File: src/rtl/sum_pkg.sv
// Shared types and default widths for the sum_accum accumulator slice.
package sum_pkg;

    localparam int SUM_WIDTH = 6;
    localparam int CNT_WIDTH = 4;

    typedef enum logic [1:0] {
        IDLE = 2'd0,
        ACC  = 2'd1,
        HOLD = 2'd2
    } state_t;

endpackage : sum_pkg

File: src/rtl/my_sum.sv
// Purely combinational ripple-carry adder: S = A + B + Ci, Co = carry-out.
module my_sum #(
    parameter int WIDTH = sum_pkg::SUM_WIDTH
) (
    input  logic [WIDTH-1:0] A,
    input  logic [WIDTH-1:0] B,
    input  logic             Ci,
    output logic [WIDTH-1:0] S,
    output logic             Co
);

    // carry[i] is the carry into bit i; carry[WIDTH] is the final carry-out
    logic [WIDTH:0] carry;

    assign carry[0] = Ci;

    for (genvar i = 0; i < WIDTH; i++) begin : g_bit
        assign S[i]       = A[i] ^ B[i] ^ carry[i];
        assign carry[i+1] = (A[i] & B[i]) | (A[i] & carry[i]) | (B[i] & carry[i]);
    end

    assign Co = carry[WIDTH];

endmodule : my_sum

File: src/rtl/sum_accum.sv
// Length-prefixed accumulator behind my_sum; counts carry-out overflows and
// returns the batch result over a valid/ready handshake.
//
// Handshakes: a transfer happens on the rising edge where valid && ready are
// both high. in_ready and out_valid are decoded from registered state only,
// so neither depends combinationally on its partner signal.
module sum_accum
    import sum_pkg::*;
#(
    parameter int WIDTH = SUM_WIDTH,
    parameter int CNT_W = CNT_WIDTH
) (
    input  logic             clk,
    input  logic             rst,
    input  logic             start,
    input  logic [CNT_W-1:0] len,
    input  logic             in_valid,
    output logic             in_ready,
    input  logic [WIDTH-1:0] in_data,
    input  logic             in_ci,
    output logic             out_valid,
    input  logic             out_ready,
    output logic [WIDTH-1:0] out_sum,
    output logic [CNT_W-1:0] out_ovf,
    output logic             out_co,
    output logic             busy
);

    state_t           state;
    logic [WIDTH-1:0] acc;
    logic [CNT_W-1:0] ovf;
    logic             co;
    logic [CNT_W-1:0] remaining;

    logic [WIDTH-1:0] add_s;
    logic             add_co;
    logic             accept;

    // The adder always sees the accumulator on A and the incoming operand on B
    my_sum #(.WIDTH(WIDTH)) u_my_sum (
        .A  (acc),
        .B  (in_data),
        .Ci (in_ci),
        .S  (add_s),
        .Co (add_co)
    );

    assign accept = in_valid && (state == ACC);

    // Batch FSM with accumulator, overflow counter and beat counter
    always_ff @(posedge clk or posedge rst) begin
        if (rst) begin
            state     <= IDLE;
            acc       <= '0;
            ovf       <= '0;
            co        <= 1'b0;
            remaining <= '0;
        end else begin
            case (state)
                IDLE: begin
                    if (start) begin
                        acc       <= '0;
                        ovf       <= '0;
                        co        <= 1'b0;
                        remaining <= len;
                        // An empty batch has nothing to add: report zeros at once
                        state     <= (len == '0) ? HOLD : ACC;
                    end
                end
                ACC: begin
                    if (accept) begin
                        acc       <= add_s;
                        co        <= add_co;
                        if (add_co && (ovf != {CNT_W{1'b1}})) begin
                            ovf <= ovf + 1'b1;
                        end
                        remaining <= remaining - 1'b1;
                        if (remaining == {{(CNT_W-1){1'b0}}, 1'b1}) begin
                            state <= HOLD;
                        end
                    end
                end
                HOLD: begin
                    // start is deliberately ignored here; it is only seen in IDLE
                    if (out_ready) begin
                        state <= IDLE;
                    end
                end
                default: begin
                    state <= IDLE;
                end
            endcase
        end
    end

    assign in_ready  = (state == ACC);
    assign out_valid = (state == HOLD);
    assign busy      = (state != IDLE);
    assign out_sum   = acc;
    assign out_ovf   = ovf;
    assign out_co    = co;

endmodule : sum_accum

File: config.mk
export PLATFORM = sky130hd
export DESIGN_NAME = sum_accum
export DESIGN_NICKNAME = d
export VERILOG_FILES = /design/src/rtl/sum_pkg.sv /design/src/rtl/my_sum.sv /design/src/rtl/sum_accum.sv
export SDC_FILE = /design/constraint.sdc
export NUM_CORES = 1
export LEC_CHECK = 0
export ABC_AREA = 1
export BUFFER_PORTS_ARGS = -buffer_cell sky130_fd_sc_hd__clkbuf_2
export CAP_MARGIN = 20
export CORE_ASPECT_RATIO = 1.5
export CORE_MARGIN = 2
export CORE_UTILIZATION = 35
export CTS_CLUSTER_SIZE = 25
export DETAILED_ROUTE_END_ITERATION = 16
export GPL_ROUTABILITY_DRIVEN = 0
export SYNTH_ARGS = -nofsm -noshare
export SYNTH_HDL_FRONTEND = slang
export SYNTH_HIERARCHICAL = 1
export SYNTH_SLANG_ARGS = --single-unit
File: constraint.sdc
create_clock -name clk -period 3.6 [get_ports clk]
set_input_delay 0.9 -clock clk [delete_from_list [all_inputs] [get_ports clk]]
set_output_delay 0.9 -clock clk [all_outputs]
set_load 0.05 [all_outputs]
After elaboration in Yosys (flattened, before gate mapping):

Cells that the tools add are included.

* muxes and demuxes: 19
* bitwise logic cells: 42
* eq/ne operators: 9
* reduce and logical (&&, ||, !) cells: 9
* add/subtract/negate cells: 2

Operators with widths (count)
* $mux W4: 5
* $and A1 B1 Y1: 18
* $pmux W4 S2: 2
* $mux W6: 2
* $or A1 B1 Y1: 12
* $pmux W6 S2: 1
* $xor A1 B1 Y1: 12
* $mux W2: 5
* $ne A2 B1 Y1 const B: 4
* $reduce_and A4 Y1: 2
* $pmux W2 S3: 1
* $add A4 B1 Y4 const B: 1
* $eq A4 B1 Y1 const B: 1
* $logic_not A4 Y1: 1
* $ne A4 B4 Y1 const B: 1
* $reduce_bool A2 Y1: 2
* $sub A4 B1 Y4 const B: 1
* $reduce_and A3 Y1: 1
* $eq A2 B1 Y1 const B: 1
* $eq A2 B2 Y1 const B: 1
* $logic_and A1 B1 Y1: 2
* $logic_not A2 Y1: 1
* $mux W1: 2
* $ne A2 B2 Y1 const B: 1
* $pmux W1 S2: 1

* input bits: 16
* output and inout port bits: 14
* flip-flop bits (word level): 17
* logic and storage cells: 86

Depth between registers and ports, before layout:

* depth in word-level cells: 22
* depth in mapped cells: 15
* mapped depth without buffers: 15

Modules after synthesis:

Netlist, hierarchy kept.

By module, submodules not included
* sum_accum: area each 984.7 sq um, seq. area each 425.4 sq um, instances 1, cells each 125
* my_sum: area each 157.7 sq um, seq. area each 0.0 sq um, instances 1, cells each 16

Worst setup path after synthesis:

No wires, ideal clock.

* path kind: input-to-reg
* from: input port in_data[0]
* to: register acc[5] (netlist: out_sum[5])
* path slack: 0.259 ns
* stages on the path: 12
* library setup time: 0.066 ns
* buffers on the path: 0
* data required time: 3.534 ns
* data arrival time: 3.275 ns
* cell sequence: inv_1 > fa_1 > inv_1 > fa_1 > fa_1 > fa_1 > fa_1 > inv_1 > fa_1 > inv_1 > nand3_1 > nand2_1

* word-level cells in the longest chain between the ends: 18
* elaborated cells on any way between the ends: 23
* classes of those cells: mux (2); bitwise (21)

RTL lines
* start, declared: line sum_accum.sv:19 `input logic [WIDTH-1:0] in_data,`
* $and A1 B1 Y1: line my_sum.sv:19 `assign carry[i+1] = (A[i] & B[i]) | (A[i] & carry[i]) | (B[i] & carry[i]);`
* $or A1 B1 Y1: line my_sum.sv:19
* $or A1 B1 Y1 *: line my_sum.sv:19
* $and A1 B1 Y1: line my_sum.sv:19
* $or A1 B1 Y1: line my_sum.sv:19
* $or A1 B1 Y1 *: line my_sum.sv:19
* $and A1 B1 Y1: line my_sum.sv:19
* $or A1 B1 Y1: line my_sum.sv:19
* (+3 left out)
* $or A1 B1 Y1 *: line my_sum.sv:19
* $and A1 B1 Y1: line my_sum.sv:19
* $or A1 B1 Y1: line my_sum.sv:19
* $or A1 B1 Y1 *: line my_sum.sv:19
* $xor A1 B1 Y1 *: line my_sum.sv:18 `assign S[i] = A[i] ^ B[i] ^ carry[i];`
* net add_s[5]: line sum_accum.sv:35 `logic [WIDTH-1:0] add_s;`
* $mux W6 *: line sum_accum.sv:71 `if (accept) begin`
* $pmux W6 S2 *: line sum_accum.sv:59 `case (state)`
* end signal, assigned: line sum_accum.sv:72 `acc <= add_s;`
* end, declared: line sum_accum.sv:30 `logic [WIDTH-1:0] acc;`

Mark *: on every way through the listed nets, which the timed path passes. The rest lies on a longest branch. The select of a mux whose other input is x is not followed.
A chain may end at the register's enable or synchronous reset.

Final worst setup path:

Same ends and word-level chain as after synthesis.

==> impl_metrics.tcl <==
set metrics [dict create \
    cts-buffers-inserted 3 \
    powerDensity_mw_per_mm2 875.5 \
    drive_above_1_share 0.2384 \
    ant_nets 0 \
    hp-start "out_co" \
    fin_util 0.4368 \
    place_ws_ns -0.006141 \
    min_to "out_co" \
    seq_power_share 0.290 \
    via_per_inst 4.759 \
    cpPeakStageDelay_ns 0.40 \
    finalPower_mw 1.196 \
    post-cts-setup-buffer-count 0 \
    period_share 0.9246 \
    setup_viol 0 \
    ys_ff_latch 17 \
    crit_path_cell_trace "clkbuf_2, inv_1, fa_1, inv_1, fa_1, fa_1, fa_1, fa_1, inv_1, fa_1, inv_1, nand3_1, nand2_1" \
    antenna_found_initial 0 \
    grt_setup_unrepaired "no" \
    relSlewSlack 0.5576 \
    final.setup_skew_ns 0.002416 \
    p_leak_nw 0.7541 \
    dpl.hpwl_mm 1.953 \
    die_y_um 73.97 \
    ys_types 24 \
    htreeDepth 1 \
    reg2reg_from "out_sum[0]" \
    ctsHoldBuffers 0 \
    grt_usage 0.1575 \
    path_clk_slew_ns 0.07 \
    row_count 25 \
    grt_max_degree 19 \
    timing.rr.end "out_sum[5]" \
    design_area_mm2 0.001366 \
    sw_frac_of_total 0.5428 \
    power.internal_mw 0.5469 \
    synth_area_per_cell_um2 8.102 \
    drtIter0Drc 29 \
    drt-total-wl_mm 2.536 \
    worstPathArrival_ns 3.52 \
    hp-class "flop to flop" \
    crit_fanout 1 \
    syn_nets 166 \
    cp-end-kind "flop" \
    core_area_mm2 0.003128 \
    num_vias 1009 \
    avgRoutedWirePerCell_um 11.96 \
    switchingPower_mw 0.6493 \
    placed_area_mm2 0.001321 \
    slew_violations 0 \
    pwr-share-clk 0.120 \
    grt_pass1_wl_mm 4.560 \
    fp.dieW_um 50.65 \
    fillers 348 \
    period_needed_ns 3.329 \
    clockBufferDepth 2 \
    crit_slowest_cell "fa_1" \
    crit_family "adder cells" \
    hold_depth 2 \
    antennaDiodeCount 0 \
    hold_violations 0 \
    cts_root_buffer "clkbuf_8" \
    num_io_pins 30 \
    setup_ws_ns 0.2714 \
    port_buffers 29 \
    ir_worst_vdd_uv 403.2 \
    cts.sinks 17 \
    tightest_slew_ns 0.6628 \
    whs_ns 0.5181 \
    fin_nets 198 \
    startpoint_type "input pin" \
    area_delta_synth_final_pct 19.61 \
    die_area_mm2 0.003746 \
    overflow 0 \
    cp_data_required_time_ns 3.79 \
    path_buf_inv 5 \
    dr.pass1.iters 4 \
    critPathKind "input pin to flop" \
    share_comb_of_total_power 0.590 \
    worst_path_most_repeated_cell "fa_1" \
    worstSkewPairLatency_ns 0.25 \
    syn_inst 141 \
    cts_tree "done" \
    ys_seq_area_frac 0.3724 \
    start_util 0.3652 \
    drv_cap 0 \
    drc 0 \
    rrSetupSlack_ns 0.59 \
    status "finished, final reports clean" \
    fmax_mhz 300.4 \
    synth_area_mm2 0.001142 \
    ff2ff_path_depth 12 \
    first_global_vias 1048 \
    cts_resized 0 \
    ys_warn_count 6 \
]
Yosys cell counts:
cell type,number,area [um^2]
buf_6,1,11.26
nor2_2,1,6.260
or2_1,1,6.260
ha_1,3,37.54
nand3b_1,2,15.01
o21ai_0,5,25.02
nor2_4,1,11.26
nand3_2,1,10.01
nand4_1,1,6.260
nand3_1,23,115.1
inv_1,22,82.58
inv_2,1,3.750
o211ai_1,1,7.510
or2_2,1,6.260
buf_2,1,5.000
a21boi_0,1,7.510
dfrtp_1,17,425.4
a21oi_1,3,15.01
o21ai_1,4,20.02
nor2_1,6,22.52
nand2_4,3,33.78
nand2_1,35,131.4
nand3_4,1,17.52
fa_1,6,120.1
placed cells by master, fill, tap and decap left out:
master and instances:
clkbuf_8 3, nor2_1 6, inv_1 22, nand3_1 23
nand2_4 3, nand3b_1 2, a21oi_1 3, ha_1 3
clkbuf_1 1, fa_1 6, nor2_4 1, nand3_2 1
or2_2 1, o21ai_1 4, nand4_1 1, a21boi_0 1
nor2_2 1, dfrtp_1 17, nand3_4 1, inv_2 1
o21ai_0 5, o211ai_1 1, nand2_1 35, clkbuf_2 29
or2_1 1
stage by stage:
stage	cells	setup TNS, ns
finish	212	0
detailed placement	208	-0.006141
floorplan	141	0
CTS	212	0
global placement	208	0
global route	212	0
worst max path at each step:
stage / start / end / slack, ns / cells past startpoint
floorplan: in_data[0] / out_sum[5] / 0.26 / 12
finish: in_data[0] / out_sum[5] / 0.27 / 13
global placement: in_data[0] / out_sum[5] / 0.05 / 13
CTS: in_data[0] / out_sum[5] / 0.26 / 13
global route: in_data[0] / out_ovf[3] / 0.06 / 16
detailed placement: in_data[0] / out_sum[5] / -0.006 / 13
cells by family (layout without fill, tap and decap cells):
group           count (synthesis)  count (layout)  synth area share
compound gates                 14              14           0.06572
fa+ha+maj                       9               9            0.1380
buf+inv                        25              56           0.08981
flops                          17              17            0.3724
simple gates                   76              76            0.3341
layer usage:
layer | vias to the layer above | global-route usage | share of wire
met2 | 33 | 0.2705 | 0.48
met3 | 4 | 0.02410 | 0.056
met1 | 462 | 0.1961 | 0.45
met5 | - | 0 | 0
met4 | 0 | 0.06907 | 0.013
li1 | 510 | - | -
layout make-up:
type / instances / area, um^2 / area share
tap: 40 / 50.05 / 0.03663
timing repair buffer: 29 / 145.1 / 0.1062
multi-input combinational: 99 / 614.3 / 0.4496
sequential: 17 / 425.4 / 0.3114
clock buffer: 4 / 45.04 / 0.03297
inverter: 23 / 86.33 / 0.06319
worst register-to-register path, cell delays in order, from the launching register on:
cell	delay, ns
dfrtp_1	0.40
inv_1	0.08
fa_1	0.17
inv_1	0.05
fa_1	0.38
fa_1	0.40
fa_1	0.40
fa_1	0.38
inv_1	0.08
fa_1	0.40
inv_1	0.06
nand3_1	0.07
nand2_1	0.09
registers in the layout, indices dropped and copies added, names as in the netlist:
name,flops
out_co,1
out_sum,6
out_ovf,4
remaining,4
state,2
power groups by stage:
stage               Combinational (mW)  Clock, mW  Sequential, mW
finish                           0.706      0.144           0.347
global route                     0.788      0.155           0.362
CTS                              0.715      0.147           0.347
detailed placement               0.714          0           0.349
global placement                 0.693          0           0.346
floorplan                        0.440          0           0.466
Power figures use the tool's default switching activity.
